==> config.mk <==
export PLATFORM = sky130hd
export DESIGN_NAME = cdac_ser_rx_flat
export DESIGN_NICKNAME = d
export VERILOG_FILES = /design/src/rtl/cdac_ser_rx_pkg.sv /design/src/rtl/cdac_ser_rx_if.sv /design/src/rtl/cdac_ser_rx_sync_edge.sv /design/src/rtl/cdac_ser_rx.sv /design/src/flat_wrapper.sv
export SDC_FILE = /design/constraint.sdc
export NUM_CORES = 1
export LEC_CHECK = 0
export CORE_MARGIN = 2
export CORE_UTILIZATION = 50
export CTS_BUF_LIST = sky130_fd_sc_hd__clkbuf_4 sky130_fd_sc_hd__clkbuf_8
export CTS_CLUSTER_DIAMETER = 100
export DETAILED_ROUTE_END_ITERATION = 8
export GPL_TIMING_DRIVEN = 0
export PLACE_DENSITY_LB_ADDON = 0.1
export SETUP_SLACK_MARGIN = 0.2
export SYNTH_ARGS = -nofsm -noshare
export SYNTH_HDL_FRONTEND = slang
export SYNTH_SLANG_ARGS = --single-unit
==> constraint.sdc <==
create_clock -name CLK40 -period 3 [get_ports CLK40]
set_input_delay 0.45 -clock CLK40 [delete_from_list [all_inputs] [get_ports CLK40]]
set_output_delay 0.45 -clock CLK40 [all_outputs]
set_load 0.01 [all_outputs]
==> src/rtl/cdac_ser_rx_pkg.sv <==
// Shared types and default constants for the CDAC serial-load receiver.
// The optional frame timeout is enabled by defining CDAC_RX_TIMEOUT_EN.
package cdac_rx_pkg;

  typedef enum logic [1:0] {
    IDLE,
    SHIFT,
    CHECK,
    WAIT_HI
  } rx_state_t;

  localparam int DEF_FRAME_BITS = 16;
  localparam int DEF_CODE_W     = 12;
  localparam int DEF_TO_CYCLES  = 255;

endpackage

==> src/rtl/cdac_ser_rx_if.sv <==
// Serial-load lines plus the recovered parallel word and status.
// master = loader/monitor side, slave = receiver.
interface cdac_ser_rx_if
  import cdac_rx_pkg::*;
#(
  parameter int FRAME_BITS = DEF_FRAME_BITS,
  parameter int CODE_W     = DEF_CODE_W
);

  logic                         SCLK;
  logic                         SDATA;
  logic                         DAC_ENB;
  logic [FRAME_BITS-CODE_W-1:0] CTRL;
  logic [CODE_W-1:0]            CODE;
  logic                         DATA_VLD;
  logic                         FRAME_ERR;
  logic                         BUSY;
  logic [7:0]                   FRAME_CNT;

  modport master (
    output SCLK, SDATA, DAC_ENB,
    input  CTRL, CODE, DATA_VLD, FRAME_ERR, BUSY, FRAME_CNT
  );

  modport slave (
    input  SCLK, SDATA, DAC_ENB,
    output CTRL, CODE, DATA_VLD, FRAME_ERR, BUSY, FRAME_CNT
  );

endinterface

==> src/rtl/cdac_ser_rx_sync_edge.sv <==
// Two-flop synchronizer with a history flop for rise/fall detection.
// Edges are suppressed until the pipeline has refilled with real samples after reset.
module sync_edge #(
  parameter logic RST_VAL = 1'b1
) (
  input  logic i_clk,
  input  logic i_rst_n,
  input  logic i_d,
  output logic o_q,
  output logic o_rise,
  output logic o_fall
);

  logic       r_s1;
  logic       r_s2;
  logic       r_hist;
  logic [2:0] r_fill;

  always_ff @(posedge i_clk or negedge i_rst_n) begin
    if (!i_rst_n) begin
      r_s1   <= RST_VAL;
      r_s2   <= RST_VAL;
      r_hist <= RST_VAL;
      r_fill <= '0;
    end else begin
      r_s1   <= i_d;
      r_s2   <= r_s1;
      r_hist <= r_s2;
      r_fill <= {r_fill[1:0], 1'b1};
    end
  end

  // A level held across reset must not look like an edge once the preset values drain out.
  assign o_q    = r_s2;
  assign o_rise = r_fill[2] &  r_s2 & ~r_hist;
  assign o_fall = r_fill[2] & ~r_s2 &  r_hist;

endmodule

==> src/rtl/cdac_ser_rx.sv <==
// CDAC serial-load receiver: oversamples SCLK/SDATA/DAC_ENB on CLK40 and checks frame length.
// Define CDAC_RX_TIMEOUT_EN to abort frames whose SCLK stalls while selected.
module cdac_ser_rx
  import cdac_rx_pkg::*;
#(
  parameter int FRAME_BITS = DEF_FRAME_BITS,
  parameter int CODE_W     = DEF_CODE_W
`ifdef CDAC_RX_TIMEOUT_EN
  ,
  parameter int TO_CYCLES  = DEF_TO_CYCLES
`endif
) (
  input logic           CLK40,
  input logic           RST_B,
  cdac_ser_rx_if.slave  bus
);

  localparam int         CTRL_W = FRAME_BITS - CODE_W;
  localparam logic [4:0] C_FULL = 5'(FRAME_BITS);

  logic [2:0] w_pin;
  logic [2:0] w_lvl;
  logic [2:0] w_rise;
  logic [2:0] w_fall;
  logic       w_unused;

  assign w_pin = {bus.DAC_ENB, bus.SDATA, bus.SCLK};

  generate
    for (genvar gi = 0; gi < 3; gi++) begin : g_sync
      sync_edge #(.RST_VAL(1'b1)) u_sync (
        .i_clk   (CLK40),
        .i_rst_n (RST_B),
        .i_d     (w_pin[gi]),
        .o_q     (w_lvl[gi]),
        .o_rise  (w_rise[gi]),
        .o_fall  (w_fall[gi])
      );
    end
  endgenerate

  logic w_sclk_rise;
  logic w_sdata;
  logic w_enb_fall;
  logic w_enb_rise;

  assign w_sclk_rise = w_rise[0];
  assign w_sdata     = w_lvl[1];
  assign w_enb_fall  = w_fall[2];
  assign w_enb_rise  = w_rise[2];
  assign w_unused    = ^{w_lvl[0], w_lvl[2], w_fall[1:0], w_rise[1]};

  rx_state_t             r_state;
  logic [FRAME_BITS-1:0] r_shreg;
  logic [4:0]            r_bitcnt;
  logic [CTRL_W-1:0]     r_ctrl;
  logic [CODE_W-1:0]     r_code;
  logic                  r_vld;
  logic                  r_err;
  logic                  r_busy;
  logic [7:0]            r_cnt;
`ifdef CDAC_RX_TIMEOUT_EN
  localparam logic [7:0] C_TO = 8'(TO_CYCLES);
  logic [7:0]            r_idle;
`endif

  always_ff @(posedge CLK40 or negedge RST_B) begin
    if (!RST_B) begin
      r_state  <= IDLE;
      r_shreg  <= '0;
      r_bitcnt <= '0;
      r_ctrl   <= '0;
      r_code   <= '0;
      r_vld    <= 1'b0;
      r_err    <= 1'b0;
      r_busy   <= 1'b0;
      r_cnt    <= '0;
`ifdef CDAC_RX_TIMEOUT_EN
      r_idle   <= '0;
`endif
    end else begin
      r_vld <= 1'b0;
      r_err <= 1'b0;
      case (r_state)
        IDLE: begin
          if (w_enb_fall) begin
            r_state  <= SHIFT;
            r_shreg  <= '0;
            r_bitcnt <= '0;
            r_busy   <= 1'b1;
`ifdef CDAC_RX_TIMEOUT_EN
            r_idle   <= '0;
`endif
          end
        end
        SHIFT: begin
          // A bit arriving together with deselect is still part of the frame.
          if (w_sclk_rise) begin
            r_shreg <= {r_shreg[FRAME_BITS-2:0], w_sdata};
            if (r_bitcnt != 5'd31) r_bitcnt <= r_bitcnt + 5'd1;
          end
`ifdef CDAC_RX_TIMEOUT_EN
          if (w_sclk_rise) r_idle <= '0;
          else             r_idle <= r_idle + 8'd1;
`endif
          if (w_enb_rise) begin
            r_state <= CHECK;
            r_busy  <= 1'b0;
          end
`ifdef CDAC_RX_TIMEOUT_EN
          else if (!w_sclk_rise && r_idle == C_TO) begin
            r_state <= WAIT_HI;
            r_err   <= 1'b1;
            r_busy  <= 1'b0;
          end
`endif
        end
        CHECK: begin
          if (r_bitcnt == C_FULL) begin
            r_ctrl <= r_shreg[FRAME_BITS-1:CODE_W];
            r_code <= r_shreg[CODE_W-1:0];
            r_vld  <= 1'b1;
            r_cnt  <= r_cnt + 8'd1;
          end else begin
            r_err  <= 1'b1;
          end
          r_state <= IDLE;
        end
`ifdef CDAC_RX_TIMEOUT_EN
        WAIT_HI: begin
          if (w_lvl[2]) r_state <= IDLE;
        end
`endif
        default: r_state <= IDLE;
      endcase
    end
  end

  assign bus.CTRL      = r_ctrl;
  assign bus.CODE      = r_code;
  assign bus.DATA_VLD  = r_vld;
  assign bus.FRAME_ERR = r_err;
  assign bus.BUSY      = r_busy;
  assign bus.FRAME_CNT = r_cnt;

endmodule

==> src/flat_wrapper.sv <==
// flat-port wrapper written by rule: the top's interface ports become plain ports
module cdac_ser_rx_flat import cdac_rx_pkg::*;
#(
  parameter int FRAME_BITS = DEF_FRAME_BITS,
  parameter int CODE_W     = DEF_CODE_W

)
  (CLK40, RST_B, bus_SCLK, bus_SDATA, bus_DAC_ENB, bus_CTRL, bus_CODE, bus_DATA_VLD, bus_FRAME_ERR, bus_BUSY, bus_FRAME_CNT);
  cdac_ser_rx_if #(.FRAME_BITS(FRAME_BITS), .CODE_W(CODE_W)) bus_i ();
  input logic CLK40;
  input logic RST_B;
  input wire logic [$bits(bus_i.SCLK)-1:0] bus_SCLK;
  input wire logic [$bits(bus_i.SDATA)-1:0] bus_SDATA;
  input wire logic [$bits(bus_i.DAC_ENB)-1:0] bus_DAC_ENB;
  output wire logic [$bits(bus_i.CTRL)-1:0] bus_CTRL;
  output wire logic [$bits(bus_i.CODE)-1:0] bus_CODE;
  output wire logic [$bits(bus_i.DATA_VLD)-1:0] bus_DATA_VLD;
  output wire logic [$bits(bus_i.FRAME_ERR)-1:0] bus_FRAME_ERR;
  output wire logic [$bits(bus_i.BUSY)-1:0] bus_BUSY;
  output wire logic [$bits(bus_i.FRAME_CNT)-1:0] bus_FRAME_CNT;
  assign bus_i.SCLK = bus_SCLK;
  assign bus_i.SDATA = bus_SDATA;
  assign bus_i.DAC_ENB = bus_DAC_ENB;
  assign bus_CTRL = bus_i.CTRL;
  assign bus_CODE = bus_i.CODE;
  assign bus_DATA_VLD = bus_i.DATA_VLD;
  assign bus_FRAME_ERR = bus_i.FRAME_ERR;
  assign bus_BUSY = bus_i.BUSY;
  assign bus_FRAME_CNT = bus_i.FRAME_CNT;
  cdac_ser_rx #(.FRAME_BITS(FRAME_BITS), .CODE_W(CODE_W)) u_core (.CLK40(CLK40), .RST_B(RST_B), .bus(bus_i));
endmodule
==> results.cfg, run 1 <==
[run_status]
outcome = completed

[die]
die_y_um = 75.1
fp.coreArea_sq_um = 4790
initial_core_util_pct = 52.8
die-area_sq_um = 5640
fp.dieW_um = 75.1
io_pins = 32
num_rows = 25

[worst_setup_path]
critPathRequiredTime_ns = 2.55
setup.worst_path.class = register to primary output
cp_slowest_cell = clkdlybuf4s50_1
path_buf_inv = 1
cp-start-kind = register
worst_setup_path_end_kind = primary output
path_max_fanout = 6
max_stage_delay_ns = 0.57
r2r_start = u_core.r_bitcnt[0]
reg2reg_depth = 7
path_cells = clkdlybuf4s50_1
worstPathArrival_ns = 1.34
critPathTopFamily = buffers and inverters
r2r-end = u_core.bus.CTRL[1]
reg2reg_setup_slack_ns = 1.26

[logic_synthesis]
syn-num-nets = 224
synth_fa_ha_area_share_pct = 1.98
synth_ff_type = dfrtp_1
synth-compound-area-share_pct = 9.70
ys_types = 38
synth-edff-count = 0
synth-seq-area-share_pct = 60.8
synth.area.mux_share_pct = 8.12
synth_xor_area_share_pct = 2.43
synth.most_common_cell = dfrtp_1
avgSynthCellArea_sq_um = 11.8
syn-cell-area_sq_um = 2530
postSynthCellCount = 215
synth-async-reset-ratio_pct = 100
yosys_register_bits = 61
synthSimpleGateAreaFrac_pct = 10.4
synth_top_family_by_area = simple AND/OR/NAND/NOR gates
synth_area_leaders = dfrtp_1, dfstp_2, mux2i_1
synth_common_cells = dfrtp_1, o21ai_1, inv_1
synth_top_area_share_pct = 52.5
yosysTopAreaCell = dfrtp_1
synth-warning-count = 0

[drt]
drt-total-wl_um = 4490
antenna_left = 0
drtIter0Drc = 76
wl_per_cell_um = 13.6
num_vias = 1631
drt_pass1_iterations = 4
drc = 0
viasPerCell = 4.94

[power_and_ir_drop]
internal_power_uw = 1420
p_switching_uw = 468
ir_drop_mv = 0.512
power_frac_clock_pct = 40.0
p_seq_share_pct = 49.0
power_frac_comb_pct = 11.0
p_leak_uw = 0.00139
powerDensity_nw_per_um2 = 599
total_power_uw = 1880
p_sw_share_pct = 24.9

[global_route]
grt_pass1_wl_um = 7680
grt_pass1_vias = 1655
grtUsageTotal_pct = 18.9
grt.overflow.total = 0
antenna_found_initial = 0
grt_max_degree = 35

[sta]
rsz0062_at_grt = no
fin_crit_ns = 1.79
fmax_mhz = 560
fin_skew_ns = 0.00813
finalSetupViolCount = 0
finalHoldViolCount = 0
slew_violations = 0
tightestPinTransition_ns = 0.757
finalCritPeriodShare_pct = 59.5
maxSlewHeadroom_pct = 49.5

[clocking]
htree_levels = 3
path_clk_slew_ns = 0.06
post_cts.repair.setup_buffers = 0
clockBufferDepth = 2
cts.sinks = 61
cts_hold_repair.buffers = 0
cts_root_buf = clkbuf_8
cts_resized = 0
cts_tree = yes
clk_latency_ns = 0.34
cts_made_buffers = 9

[cells_and_area]
drive_gt1_share_pct = 15.2
nets = 267
synthToLayoutAreaGrowth_pct = 24.5
diodes = 0
stdcell_area_sq_um = 3150

[place]
place_area_sq_um = 2940
gp_congestion = 0.873
io_buffers = 31
hpwlAfterDp_um = 2990

[worst_hold_path]
hold_path.class = input pin to async pin

[job]
max-cap-violations = 0
==> state kept, by name, indices dropped and copies added (netlist names), 2 cells and up <==
register	cells
u_core.bus.FRAME_CNT	8
u_core.g_sync.u_sync.r_hist	2
u_core.bus.CTRL	4
u_core.r_state	2
u_core.g_sync.u_sync.r_s1	3
u_core.r_shreg	16
u_core.g_sync.u_sync.o_q	3
u_core.r_bitcnt	5
u_core.bus.CODE	12
u_core.g_sync.u_sync.r_fill	3
==> power groups by stage <==
stage	combinational, uW	sequential [uW]	clock [uW]
2_1_floorplan	138	927	0
3_3_place_gp	198	935	0
3_5_place_dp	209	937	0
4_1_cts	210	922	769
5_1_grt	233	930	804
6_report	207	924	753
==> layer usage <==
layer	vias to the layer above	routed length, um	track usage (%)
met2	32	2030	28.5
met3	10	159	4.55
met5	-	0	0
li1	806	-	-
met4	0	117	11.3
met1	783	2180	25.0
==> logic make-up after synthesis <==
logic type	after synthesis
adders and majority gates	4
DFF	61
buffers and inverters	33
AOI/OAI and AO/OA	45
xor gates and xnor gates	7
and+or+nand+nor	44
muxes	20
other	1
==> cell type report <==
cell class                      count  area, sq um
Buffer                             10         76.3
Timing Repair Buffer               32          325
Fill cell                         402         1640
Tap cell                           67         83.8
Inverter                           23         86.3
Clock inverter                      4         45.0
Clock buffer                       12          165
Multi-Input combinational cell    121          828
Sequential cell                    61         1540
==> how the worst max path moves through the flow <==
stage | cells past startpoint | endpoint | slack, ns | startpoint
2_1_floorplan | 6 | u_core.r_bitcnt[3] | 1.48 | u_core.r_bitcnt[0]
3_3_place_gp | 1 | u_core.bus.CODE[5] | -0.40 | RST_B
3_5_place_dp | 7 | u_core.bus.CTRL[1] | 1.27 | u_core.r_bitcnt[0]
4_1_cts | 1 | bus_FRAME_CNT[2] | 1.20 | u_core.bus.FRAME_CNT[2]
5_1_grt | 7 | u_core.bus.CTRL[1] | 1.09 | u_core.r_bitcnt[0]
6_report | 1 | bus_FRAME_CNT[2] | 1.21 | u_core.bus.FRAME_CNT[2]
==> cell usage in the layout (no fill, tap or decap), drive strengths merged, types with 2 or more instances in the layout <==
cell and instances:
a31oi 3, and3 2, and4b 2, and4bb 2, buf 10, clkbuf 14
clkdlybuf4s50 30, clkinv 3, dfrtp 53, dfstp 8, ha 4, inv 23
mux2i 19, nand2 19, nand2b 2, nand3 3, nand4bb 2, nor2 2
nor2b 3, nor3b 2, o21ai 38, xnor2 4, xor2 3
==> per-stage QoR <==
step	setup slack, ns	hold WS (ns)	cells	utilization, %	TNS [ns]
global route	1.09	0.246	330	65.8	0
global placement	-0.399	0.332	313	61.0	-21.04
finish	1.21	0.184	330	65.8	0
floorplan	1.48	0.154	215	-	0
CTS	1.20	0.201	330	65.8	0
detailed placement	1.27	0.335	314	61.4	0
Note: power is estimated with default switching activity, not from simulation.
==> inputs of run 2 (changes only) <==
- clock period: 3 -> 1.7 ns (I/O delays scaled with it)
==> run 2 against run 1 <==
Non-clock buffer count increased by 16. Critical endpoint is now u_core.bus.FRAME_CNT[1]. Register-to-register slack got worse by 1.1 ns. Flip-flop and latch count unchanged. Die area unchanged. Routed wire length increased by 10%. Largest cell class unchanged.
==> results.cfg, run 2 (synthesis results as in run 1) <==
[cells_and_area]
drive_gt1_share_pct = 29.0
synthToLayoutAreaGrowth_pct = 37.2
largest_reg_flops = 16
top_register = u_core.r_shreg
diodes = 0
finalNonFillerCells = 346
layout_common_cells = dfrtp_1, inv_1, nand2_1
mostFrequentLayoutCell = dfrtp_1
nets = 283

[global_route]
grt_max_degree = 42
antenna_found_initial = 0
grt_pass1_wl_um = 8070
grt_pass1_vias = 1711
grt.overflow.total = 0
grtUsageTotal_pct = 19.5

[die]
die_y_um = 75.1
die-area_sq_um = 5640
initial_core_util_pct = 52.8
io_pins = 32
num_rows = 25
fp.dieW_um = 75.1
fp.coreArea_sq_um = 4790

[drt]
drt_pass1_iterations = 4
wl_per_cell_um = 14.3
antenna_left = 0
drc = 0
drt-total-wl_um = 4960
viasPerCell = 5.04
num_vias = 1743
drtIter0Drc = 66

[sta]
finalCritPeriodShare_pct = 91.9
fin_crit_ns = 1.56
rsz0062_at_grt = yes
fin_skew_ns = 0.00773
setup_tns_ns = 0
finalHoldViolCount = 0
slew_violations = 0
finalSetupViolCount = 0
hold_slack_ns = 0.323
fmax_mhz = 640

[worst_setup_path]
path_max_fanout = 6
r2r_start = u_core.r_bitcnt[1]
r2r-end = u_core.bus.FRAME_CNT[1]
cp-startpoint = u_core.r_bitcnt[1]
cp-start-kind = register
critPathRequiredTime_ns = 1.92
reg2reg_setup_slack_ns = 0.14
reg2reg_depth = 6
worstPathArrival_ns = 1.78
worst_setup_path_end_kind = register
crit_path_end = u_core.bus.FRAME_CNT[1]
setup.worst_path.class = register to register

[clocking]
clockBufferDepth = 2
path_clk_slew_ns = 0.07
cts_tree = yes
cts_made_buffers = 9
htree_levels = 3
cts.sinks = 61
cts_root_buf = clkbuf_8
clk_latency_ns = 0.34

[place]
place_inst = 314
gp_congestion = 0.830
hpwlAfterDp_um = 3060
io_buffers = 31

[job]
max-cap-violations = 0

[power_and_ir_drop]
power_frac_clock_pct = 39.8
p_switching_uw = 875
internal_power_uw = 2630
powerDensity_nw_per_um2 = 1010
ir_drop_mv = 0.757
power_frac_comb_pct = 13.5
p_leak_uw = 0.00177
p_sw_share_pct = 24.9
p_seq_share_pct = 46.7

[worst_hold_path]
hold_path.class = input pin to register
worstHoldStart = bus_DAC_ENB

[run_status]
outcome = completed
run 2: cell count changes in the layout (fill, tap and decap cells not counted), moves of 12 or more:
cell	delta
clkdlybuf4s50_1	-19
o21ai_2	+14
buf_4	+14
dlymetal6s2s_1	+12
run 2: repair_timing:
| action | 4_1_cts | 5_1_grt |
|---|---|---|
| pin swaps | 3 | 4 |
| endpoints found under the hold margin | 20 | 0 |
| setup endpoints to repair | 35 | 52 |
| setup buffers | 8 | 6 |
| cloned | 0 | 1 |
| resized for setup | 18 | 50 |
| hold buffers | 1 | 0 |
run 2: area by class of cell:
class	count	area [sq um]
clock buffer	11	139
inverter	23	86.3
buffer	10	110
multi-input combinational	121	950
clock inverter	5	75.1
tap	67	83.8
sequential	61	1540
fill	358	1320
timing repair buffer	48	487
run 2: per-stage QoR:
step | setup WS, ns | util (%) | cell area, sq um | power, uW
4_1_cts | 0.142 | 68.4 | 3270 | 3460
6_report | 0.138 | 72.5 | 3470 | 3510
2_1_floorplan | 0.210 | - | 2530 | 1880
3_5_place_dp | -0.0828 | 61.4 | 2940 | 2010
5_1_grt | 0.0772 | 72.5 | 3470 | 3680
3_3_place_gp | -1.52 | 61.1 | 2920 | 2000
run 2: worst min-delay path by stage:
stage	to	depth (start not counted)
2_1_floorplan	u_core.bus.BUSY	0
3_3_place_gp	u_core.g_sync[0].u_sync.r_fill[2]	0
3_5_place_dp	u_core.r_bitcnt[1]	1
4_1_cts	u_core.g_sync[2].u_sync.r_s1	1
5_1_grt	u_core.g_sync[0].u_sync.r_s1	1
6_report	u_core.g_sync[2].u_sync.r_s1	1
run 2: metal layers:
layer / part of all wire [%] / GRT usage, %
met2: 49 / 30.0
met3: 3.5 / 4.69
met4: 2.0 / 9.52
met1: 45 / 26.1
met5: 0 / 0
run 2: critical path, cell delays in order (launching register included):
cell and delay (ns):
dfrtp_1 0.42, inv_2 0.08, ha_4 0.14, nand4bb_4 0.12, or2_1 0.25, buf_6 0.14, mux2_4 0.29
run 2: power groups by stage:
stage          logic (uW)  registers (uW)  clock network (uW)
2_1_floorplan         245            1640                   0
3_3_place_gp          345            1650                   0
3_5_place_dp          357            1650                   0
4_1_cts               405            1630                1420
5_1_grt               543            1660                1480
6_report              474            1640                1400
==> inputs of run 3 (changes only) <==
- CORE_UTILIZATION: 50 -> 27
==> run 3 against run 2 <==
The run now ends with hold timing left. Critical path depth did not move. Clock power rose by 4%. Sequential share of layout area fell by 0.19 points. Via count fell by 1.4%. Worst setup slack got worse by 0.0045 ns. Clock-buffer cell count fell by 1. Global-route usage fell by 7.7 points. Critical endpoint unchanged. Largest cell class unchanged. First-iteration DRC count fell by 7.6%. Design area rose by 0.43%. Die area rose by 80%.
==> results.cfg, run 3 (synthesis results as in run 1) <==
[drt]
viasPerCell = 4.40
drc = 0
drt-total-wl_um = 5450
antenna_left = 0
drt_pass1_iterations = 4
num_vias = 1719
drtIter0Drc = 61
wl_per_cell_um = 13.9

[global_route]
grt_pass1_wl_um = 8980
grtUsageTotal_pct = 11.8
grt_pass1_vias = 1738
grt.overflow.total = 0
grt_max_degree = 62
antenna_found_initial = 0

[sta]
slew_violations = 0
setup_tns_ns = 0
rsz0062_at_grt = yes
hold_slack_ns = -0.00378
setup_slack_ns = 0.134
finalCritPeriodShare_pct = 92.1
maxSlewHeadroom_pct = 47.0
fmax_mhz = 639
finalHoldViolCount = 1
fin_crit_ns = 1.57
fin_skew_ns = 0.0107
finalSetupViolCount = 0
tightestPinTransition_ns = 0.795

[cells_and_area]
largest_reg_flops = 16
diodes = 0
layout_common_cells = dfrtp_1, dlygate4sd2_1, inv_1
n_fill_cell = 924
mostFrequentLayoutCell = dfrtp_1
synthToLayoutAreaGrowth_pct = 37.8
register_area_sq_um = 1540
top_register = u_core.r_shreg
nets = 284
drive_gt1_share_pct = 28.9
multi_input_area_sq_um = 950
stdcell_area_sq_um = 3480

[worst_setup_path]
path_cells = inv_1 -> ha_4 -> nand4bb_4 -> or2_1 -> buf_6 -> mux2_4
worst_setup_path_end_kind = register
worstPathArrival_ns = 1.79
cp-start-kind = register
max_stage_delay_ns = 0.42
path_max_fanout = 5
cp_slowest_cell = dfrtp_1
reg2reg_setup_slack_ns = 0.13
critPathRequiredTime_ns = 1.93
setup.worst_path.class = register to register
path_buf_inv = 2
critPathTopFamily = flip-flops

[clocking]
cts_hold_repair.buffers = 0
htree_levels = 3
cts_made_buffers = 9
clk_latency_ns = 0.34
clockBufferDepth = 2
cts_tree = yes
cts.sinks = 61
cts_root_buf = clkbuf_8
path_clk_slew_ns = 0.07

[die]
die-area_sq_um = 10200
fp.coreArea_sq_um = 9150
num_rows = 35
initial_core_util_pct = 27.6
fp.dieW_um = 101
die_y_um = 101
io_pins = 32

[power_and_ir_drop]
powerDensity_nw_per_um2 = 1030
ir_drop_mv = 0.465
total_power_uw = 3570
p_leak_uw = 0.00170

[job]
max-cap-violations = 0

[worst_hold_path]
hold_path.class = input pin to async pin

[run_status]
violations = hold timing
outcome = finished with violations

[place]
place_area_sq_um = 2980
place_ws_ns = -0.0784
io_buffers = 31
gp_congestion = 0.684
hpwlAfterDp_um = 3330
## run 3: cell types whose count changed in the layout (fill, tap and decap cells not counted), moves of 2 or more
cell,change
buf_4,+6
buf_6,-2
clkbuf_4,-2
clkdlybuf4s50_1,-8
dlygate4sd2_1,+15
dlymetal6s2s_1,-7
o21ai_0,+5
o21ai_1,-4
## run 3: cell type report
cell class              instances  area share [%]
plain buffers                  10            3.12
clock buffers                  10            3.95
clock inverters                 6            2.48
inverters                      23            2.48
multi-input cells             121            27.3
flip-flops and latches         61            44.1
well taps                     111            3.99
repair buffers                 49            12.6
## run 3: path summary, 6_finish.rpt
check | cells past startpoint | endpoint | start
worst max-delay path | 6 | u_core.bus.FRAME_CNT[1] | u_core.r_bitcnt[0]
worst min-delay path | 1 | u_core.bus.FRAME_CNT[3] | RST_B
worst max register to register | 6 | u_core.bus.FRAME_CNT[1] | u_core.r_bitcnt[0]
worst min register to register | 0 | u_core.g_sync[0].u_sync.r_fill[2] | u_core.g_sync[0].u_sync.r_fill[1]
max in group asynchronous | 1 | u_core.r_state[1] | RST_B
min in group CLK40 | 1 | u_core.g_sync[1].u_sync.r_s1 | bus_SDATA
## run 3: repair_timing
action                                  CTS  global route
setup buffers                            12             5
cloned                                    0             1
pin swaps                                 4             2
endpoints found under the setup margin   49            47
gates resized for setup                  41            25
## run 3: metal layers
layer | track usage [%] | share of wire (%) | up-vias
met5 | 0 | 0 | -
met4 | 5.37 | 1.2 | 0
met3 | 4.72 | 4.3 | 7
met2 | 17.1 | 46 | 34
met1 | 15.5 | 48 | 836
li1 | - | - | 842
## run 3: power breakdown
group          switching (uW)  internal (uW)  total (uW)  leakage, uW
Sequential               78.6           1550        1630     0.000803
Combinational             244            246         490     0.000786
Clock                     587            862        1450     0.000112
## run 3: per-stage QoR
| step | std cells | util (%) |
|---|---|---|
| 6_report | 391 | 38.1 |
| 5_1_grt | 391 | 38.1 |
| 4_1_cts | 385 | 36.6 |
| 3_5_place_dp | 357 | 32.5 |
| 3_3_place_gp | 357 | 32.5 |
| 2_1_floorplan | 215 | - |
